--- config.mk ---
export PLATFORM = sky130hd
export DESIGN_NAME = el2_lsu_ecc_scrub
export DESIGN_NICKNAME = d
export VERILOG_FILES = /design/src/rtl/el2_lsu_ecc_scrub.sv
export SDC_FILE = /design/constraint.sdc
export NUM_CORES = 1
export LEC_CHECK = 0
export ABC_AREA = 1
export CORE_ASPECT_RATIO = 1.4
export CORE_MARGIN = 2
export CORE_UTILIZATION = 35
export DETAILED_ROUTE_END_ITERATION = 8
export PLACE_DENSITY = 0.55
export SYNTH_ARGS = -nofsm -noshare
export SYNTH_HDL_FRONTEND = slang
export SYNTH_SLANG_ARGS = --single-unit
--- constraint.sdc ---
create_clock -name clk -period 8.6 [get_ports clk]
set_input_delay 2.15 -clock clk [delete_from_list [all_inputs] [get_ports clk]]
set_output_delay 2.15 -clock clk [all_outputs]
set_load 0.01 [all_outputs]
--- src/rtl/el2_lsu_ecc_scrub.sv ---
// el2_lsu_ecc_scrub: queues corrected SEC load words and writes them back to DCCM with fresh ECC
// EL2_SCRUB_ERRCNT_EN enables the saturating scrub counter and an internal drop counter
module el2_lsu_ecc_scrub #(
    parameter int DEPTH      = 2,
    parameter int DCCM_BITS  = 16,
    parameter int DATA_WIDTH = 32,
    parameter int ECC_WIDTH  = 7,
    parameter int CNT_WIDTH  = 16
) (
    input  logic                  clk,
    input  logic                  rst,
    input  logic                  sec_lo_r,
    input  logic                  sec_hi_r,
    input  logic [DCCM_BITS-1:0]  sec_addr_lo_r,
    input  logic [DCCM_BITS-1:0]  sec_addr_hi_r,
    input  logic [DATA_WIDTH-1:0] sec_data_lo_r,
    input  logic [DATA_WIDTH-1:0] sec_data_hi_r,
    input  logic                  ext_wr_en,
    input  logic [DCCM_BITS-1:0]  ext_wr_addr,
    output logic                  dccm_wr_req,
    input  logic                  dccm_wr_gnt,
    output logic [DCCM_BITS-1:0]  dccm_wr_addr,
    output logic [DATA_WIDTH-1:0] dccm_wr_data,
    output logic [ECC_WIDTH-1:0]  dccm_wr_ecc,
    output logic                  scrub_busy,
    output logic                  scrub_ovf,
    output logic [CNT_WIDTH-1:0]  scrub_cnt
);
    localparam int PW = (DEPTH > 1) ? $clog2(DEPTH) : 1;

    typedef enum logic {IDLE, REQ} state_t;
    state_t state, nxt_state;

    logic [DCCM_BITS-1:0]  q_addr [DEPTH];
    logic [DATA_WIDTH-1:0] q_data [DEPTH];
    logic [DEPTH-1:0]      q_vld, n_vld, hit;
    logic [PW-1:0]         rd_ptr, wr_ptr, slot_hi, n_rd;
    logic [PW:0]           count, free, need, n_cnt;
    logic                  push_lo, push_hi, push_ok, pop, gnt_pop, kill, ovf_now;

    function automatic logic same_word(input logic [DCCM_BITS-1:0] a, input logic [DCCM_BITS-1:0] b);
        return a[DCCM_BITS-1:2] == b[DCCM_BITS-1:2];
    endfunction

    function automatic logic [6:0] rvecc_encode(input logic [31:0] d);
        logic [5:0] e;
        e[0] = ^(d & 32'h56AA_AD5B);
        e[1] = ^(d & 32'h9B33_366D);
        e[2] = ^(d & 32'hE3C3_C78E);
        e[3] = ^(d & 32'h03FC_07F0);
        e[4] = ^(d & 32'h03FF_F800);
        e[5] = ^(d & 32'hFC00_0000);
        return {^{d, e}, e};
    endfunction

    for (genvar i = 0; i < DEPTH; i++) begin : g_hit
        assign hit[i] = ext_wr_en && same_word(q_addr[i], ext_wr_addr);
    end

    // A capture to a word being overwritten this cycle is already stale
    assign push_lo = sec_lo_r && !(ext_wr_en && same_word(ext_wr_addr, sec_addr_lo_r));
    assign push_hi = sec_hi_r && !(sec_lo_r && same_word(sec_addr_lo_r, sec_addr_hi_r))
                     && !(ext_wr_en && same_word(ext_wr_addr, sec_addr_hi_r));
    assign kill    = !q_vld[rd_ptr] || hit[rd_ptr];
    assign gnt_pop = (state == REQ) && dccm_wr_gnt;
    assign pop     = (count != '0) && ((state == REQ) ? (dccm_wr_gnt || kill) : !q_vld[rd_ptr]);
    assign free    = (PW+1)'(DEPTH) - count + {{PW{1'b0}}, pop};
    assign need    = {{PW{1'b0}}, push_lo} + {{PW{1'b0}}, push_hi};
    assign ovf_now = need > free;
    assign push_ok = !ovf_now;
    assign slot_hi = push_lo ? wr_ptr + PW'(1) : wr_ptr;
    assign n_rd    = rd_ptr + PW'(pop);
    assign n_cnt   = count - {{PW{1'b0}}, pop} + (push_ok ? need : '0);

    always_comb begin
        n_vld = q_vld & ~hit;
        if (push_ok && push_lo) n_vld[wr_ptr] = 1'b1;
        if (push_ok && push_hi) n_vld[slot_hi] = 1'b1;
        nxt_state = ((state == REQ && !pop)
                    || (((state == IDLE && !pop) || gnt_pop) && n_cnt != '0 && n_vld[n_rd])) ? REQ : IDLE;
    end

    always_ff @(posedge clk or posedge rst) begin
        if (rst) begin
            state     <= IDLE;
            q_vld     <= '0;
            rd_ptr    <= '0;
            wr_ptr    <= '0;
            count     <= '0;
            scrub_ovf <= 1'b0;
            for (int k = 0; k < DEPTH; k++) begin
                q_addr[k] <= '0;
                q_data[k] <= '0;
            end
        end else begin
            state     <= nxt_state;
            q_vld     <= n_vld;
            rd_ptr    <= n_rd;
            count     <= n_cnt;
            scrub_ovf <= ovf_now;
            wr_ptr    <= wr_ptr + PW'(push_ok ? need : '0);
            if (push_ok && push_lo) begin
                q_addr[wr_ptr] <= sec_addr_lo_r;
                q_data[wr_ptr] <= sec_data_lo_r;
            end
            if (push_ok && push_hi) begin
                q_addr[slot_hi] <= sec_addr_hi_r;
                q_data[slot_hi] <= sec_data_hi_r;
            end
        end
    end

    assign dccm_wr_req  = (state == REQ);
    assign dccm_wr_addr = q_addr[rd_ptr];
    assign dccm_wr_data = q_data[rd_ptr];
    assign dccm_wr_ecc  = rvecc_encode(dccm_wr_data);
    assign scrub_busy   = (count != '0) || (state == REQ);

`ifdef EL2_SCRUB_ERRCNT_EN
    logic [CNT_WIDTH-1:0] cnt_q, drop_cnt;
    always_ff @(posedge clk or posedge rst) begin
        if (rst) begin
            cnt_q    <= '0;
            drop_cnt <= '0;
        end else begin
            if (gnt_pop && !(&cnt_q)) cnt_q <= cnt_q + 1'b1;
            if ((ovf_now || |(q_vld & hit)) && !(&drop_cnt)) drop_cnt <= drop_cnt + 1'b1;
        end
    end
    assign scrub_cnt = cnt_q;
`else
    assign scrub_cnt = '0;
`endif
endmodule
==> results.md <==
- Leading register cell type out of synthesis: dfrtp_1
- Largest family of logic cells by synthesized area: simple AND/OR/NAND/NOR gates
- Critical Path, Cell by Cell: clkdlybuf4s50_1 -> xnor2_1 -> nand3_1 -> nor4_1 -> nand2_1 -> nand2_1 -> nand3_1 -> nand2_1 -> nand2_1 -> ha_1 -> xor2_1 -> ha_1 -> inv_1 -> o21ai_0 -> nand2_1 -> nand3_4 -> buf_4 -> nand2_1 -> o211ai_1 -> o21ai_0 -> inv_1
- Hold Crit Start: q_data[5]
- CP most frequent cell: nand2_1
- Sequential share of the synthesized area: 28.5%
- Worst setup margin: 2140 ps
- Setup TNS: 0 ps
- Reg2reg start: q_addr[26]
- Setup Skew: 6.11 ps
- Most common cell in the netlist: nand2_1
- Die area: 27400 µm²
- Synth Area in Simple Gates: 36.5%
- Number of failing hold endpoints at the final stage: 0
- Mux cell area share after synthesis: 0.877%
- Largest stage delay, worst path: 640 ps
- RSZ-0062 raised after global routing: false
- Core area: 25900 µm²
- H-tree depth: 3
- Post-CTS Setup Repair Bufs: 0
- Finished Cell Area: 11300 µm²
- CTS tree: built
- Slew Limit Fails: 0
- Synth Area in Adders: 0.822%
- DIE WIDTH: 141 µm
- CTS Buffer Depth: 2
- DR vias: 9572
- Period utilisation layout: 75.1%
- Vias in the first global route: 9260
- Post-synth ARST share: 100%
- Synth unique cells: 40
- Synth Register Bits: 104
- Overflow after GRT: 0
- CTS hold repair buffers: 0
- Yosys Warn Count: 0
- Worst Path Required: 8900 ps
- Status: completed
- R2r setup slk: 4040 ps
- Cell Area, Synth: 9130 µm²
- Global-route wire length before repair: 47500 µm
- Worst hold path type: reg -> reg
- Share of cells above drive strength 1: 6.46%
- Drt first pass iters: 5
- P&R area growth vs syn: 23.2%
- Antenna violations before repair: 1
- Num CTS Buffers: 9
- Reg area: 2610 µm²
- Crit. Startpoint: ext_wr_addr[10]
- Clock Tree Root: clkbuf_16
- Largest net degree at the start of global routing: 90
- I/O Pins: 192
- Cell family with most CP delay: simple AND/OR/NAND/NOR gates
- Average size of a mapped cell: 6.11 µm²
- Final nets: 1747
- Initial Utilization: 35.2%
- Via density per instance: 4.91
- Synth cell count leaders: 579 x nand2_1, 208 x inv_1, 113 x o21ai_0
- Row Count: 70
- Xor and xnor area share after synthesis: 4.12%
- Synth Instances: 1494
- DR DRC count: 0
- Cell taking the most area after synthesis: dfrtp_1
- Placer Congestion: 0.922
- Clock slew at reported path FFs: 70 ps
- Number of max-cap violations: 0
- Worst EP arrival: 6760 ps
- Slowest cell on the critical path: nand3_4
- Drt first-iter violations: 508
- CTS resizes: 0
- Post-DP HPWL: 22300 µm
- Max frequency: 155 MHz
- Area contributors post-synth: dfrtp_1 28%, nand2_1 24%, inv_1 8.5%
- Final min period: 6460 ps
- CP Max Fanout: 48
- Place WS: 1810 ps
- Top cell type's share of synthesized area: 28.5%
- Placed Area: 10900 µm²
- Drt total wl: 30000 µm
- Actual slew at the worst max-slew pin: 1100 ps
- Synth Area in Compound Gates: 14.6%
- CP Class: in -> reg
- Clock Latency Late Sink: 360 ps
- Drt wl/cell: 15.4 µm
- Worst rel slew slack: 26.5%
- Setup violators final: 0
- Setup crit end kind: flip-flop
- Fill count: 2740
- # clock sinks: 104
- Total track usage: 22.0%
- Post-synth EDFFs: 0
- Crit path launch type: primary input
- DIE HEIGHT: 195 µm
- Worst path bufs/invs: 4
- Multi-input gate area: 5280 µm²
- Routed Antenna Nets: 0
- PortBufs: 173
-- cell usage in the layout (no fill, tap or decap), types with 19 or more instances in the layout --
cell type          n
a21oi_1           21
clkdlybuf4s50_1  173
dfrtp_1          103
inv_1            207
inv_2             19
nand2_1          579
nand2_2           49
nand3_1           84
nor2_1            60
o211ai_1          56
o21ai_0          113
xnor2_1           25
-- sequential cells by signal, summed over array words and instances (netlist names) --
name,count
rd_ptr,1
q_data,64
wr_ptr,1
count,2
q_addr,32
q_vld,2
dccm_wr_req,1
scrub_ovf,1
-- logic make-up (layout without fill, tap and decap cells) --
group	count (synthesis)	in the layout
xor+xnor	43	43
other cells	1	17
simple gates	801	801
flops	104	104
mux	8	8
fa+ha+maj	6	6
buf+inv	304	421
compound gates	227	227
-- worst min-delay path, stage by stage (launching register included) --
cell and delay [ps]:
dfrtp_1 340, a21oi_1 60, nor2_1 70
-- metrics by stage --
step           instances  utilization (%)  hold slack [ps]
6_report            1951             43.4              514
4_1_cts             1950             43.4              519
3_3_place_gp        1936             42.2              497
3_5_place_dp        1936             42.2              503
2_1_floorplan       1509                -              480
5_1_grt             1950             43.4              557
-- routing by layer --
metal	vias to the layer above	global-route usage (%)	share of wire, %
li1	4912	-	-
met1	4327	25.1	41
met2	266	40.1	51
met3	67	3.29	4.0
met4	0	10.1	4.1
met5	-	0	0
-- area by class of cell --
cell class / instances / share of cell area [%]
clock inverter: 3 / 0.600
clock buffer: 11 / 2.16
inverter: 228 / 7.69
sequential: 104 / 23.2
antenna: 1 / 0.0222
timing repair buffer: 179 / 15.9
tap: 324 / 3.60
multi-input combinational: 1101 / 46.9
-- worst paths after layout --
kind	end	cells past startpoint
min	q_data[5]	2
max in group asynchronous	rd_ptr	3
max	q_data[40]	21
min reg2reg	q_data[5]	2
max reg2reg	q_data[40]	20
min in group asynchronous	q_addr[13]	2
Power is not shown: default switching activity piles up to over one toggle a cycle in this logic, so the estimate is an artifact.
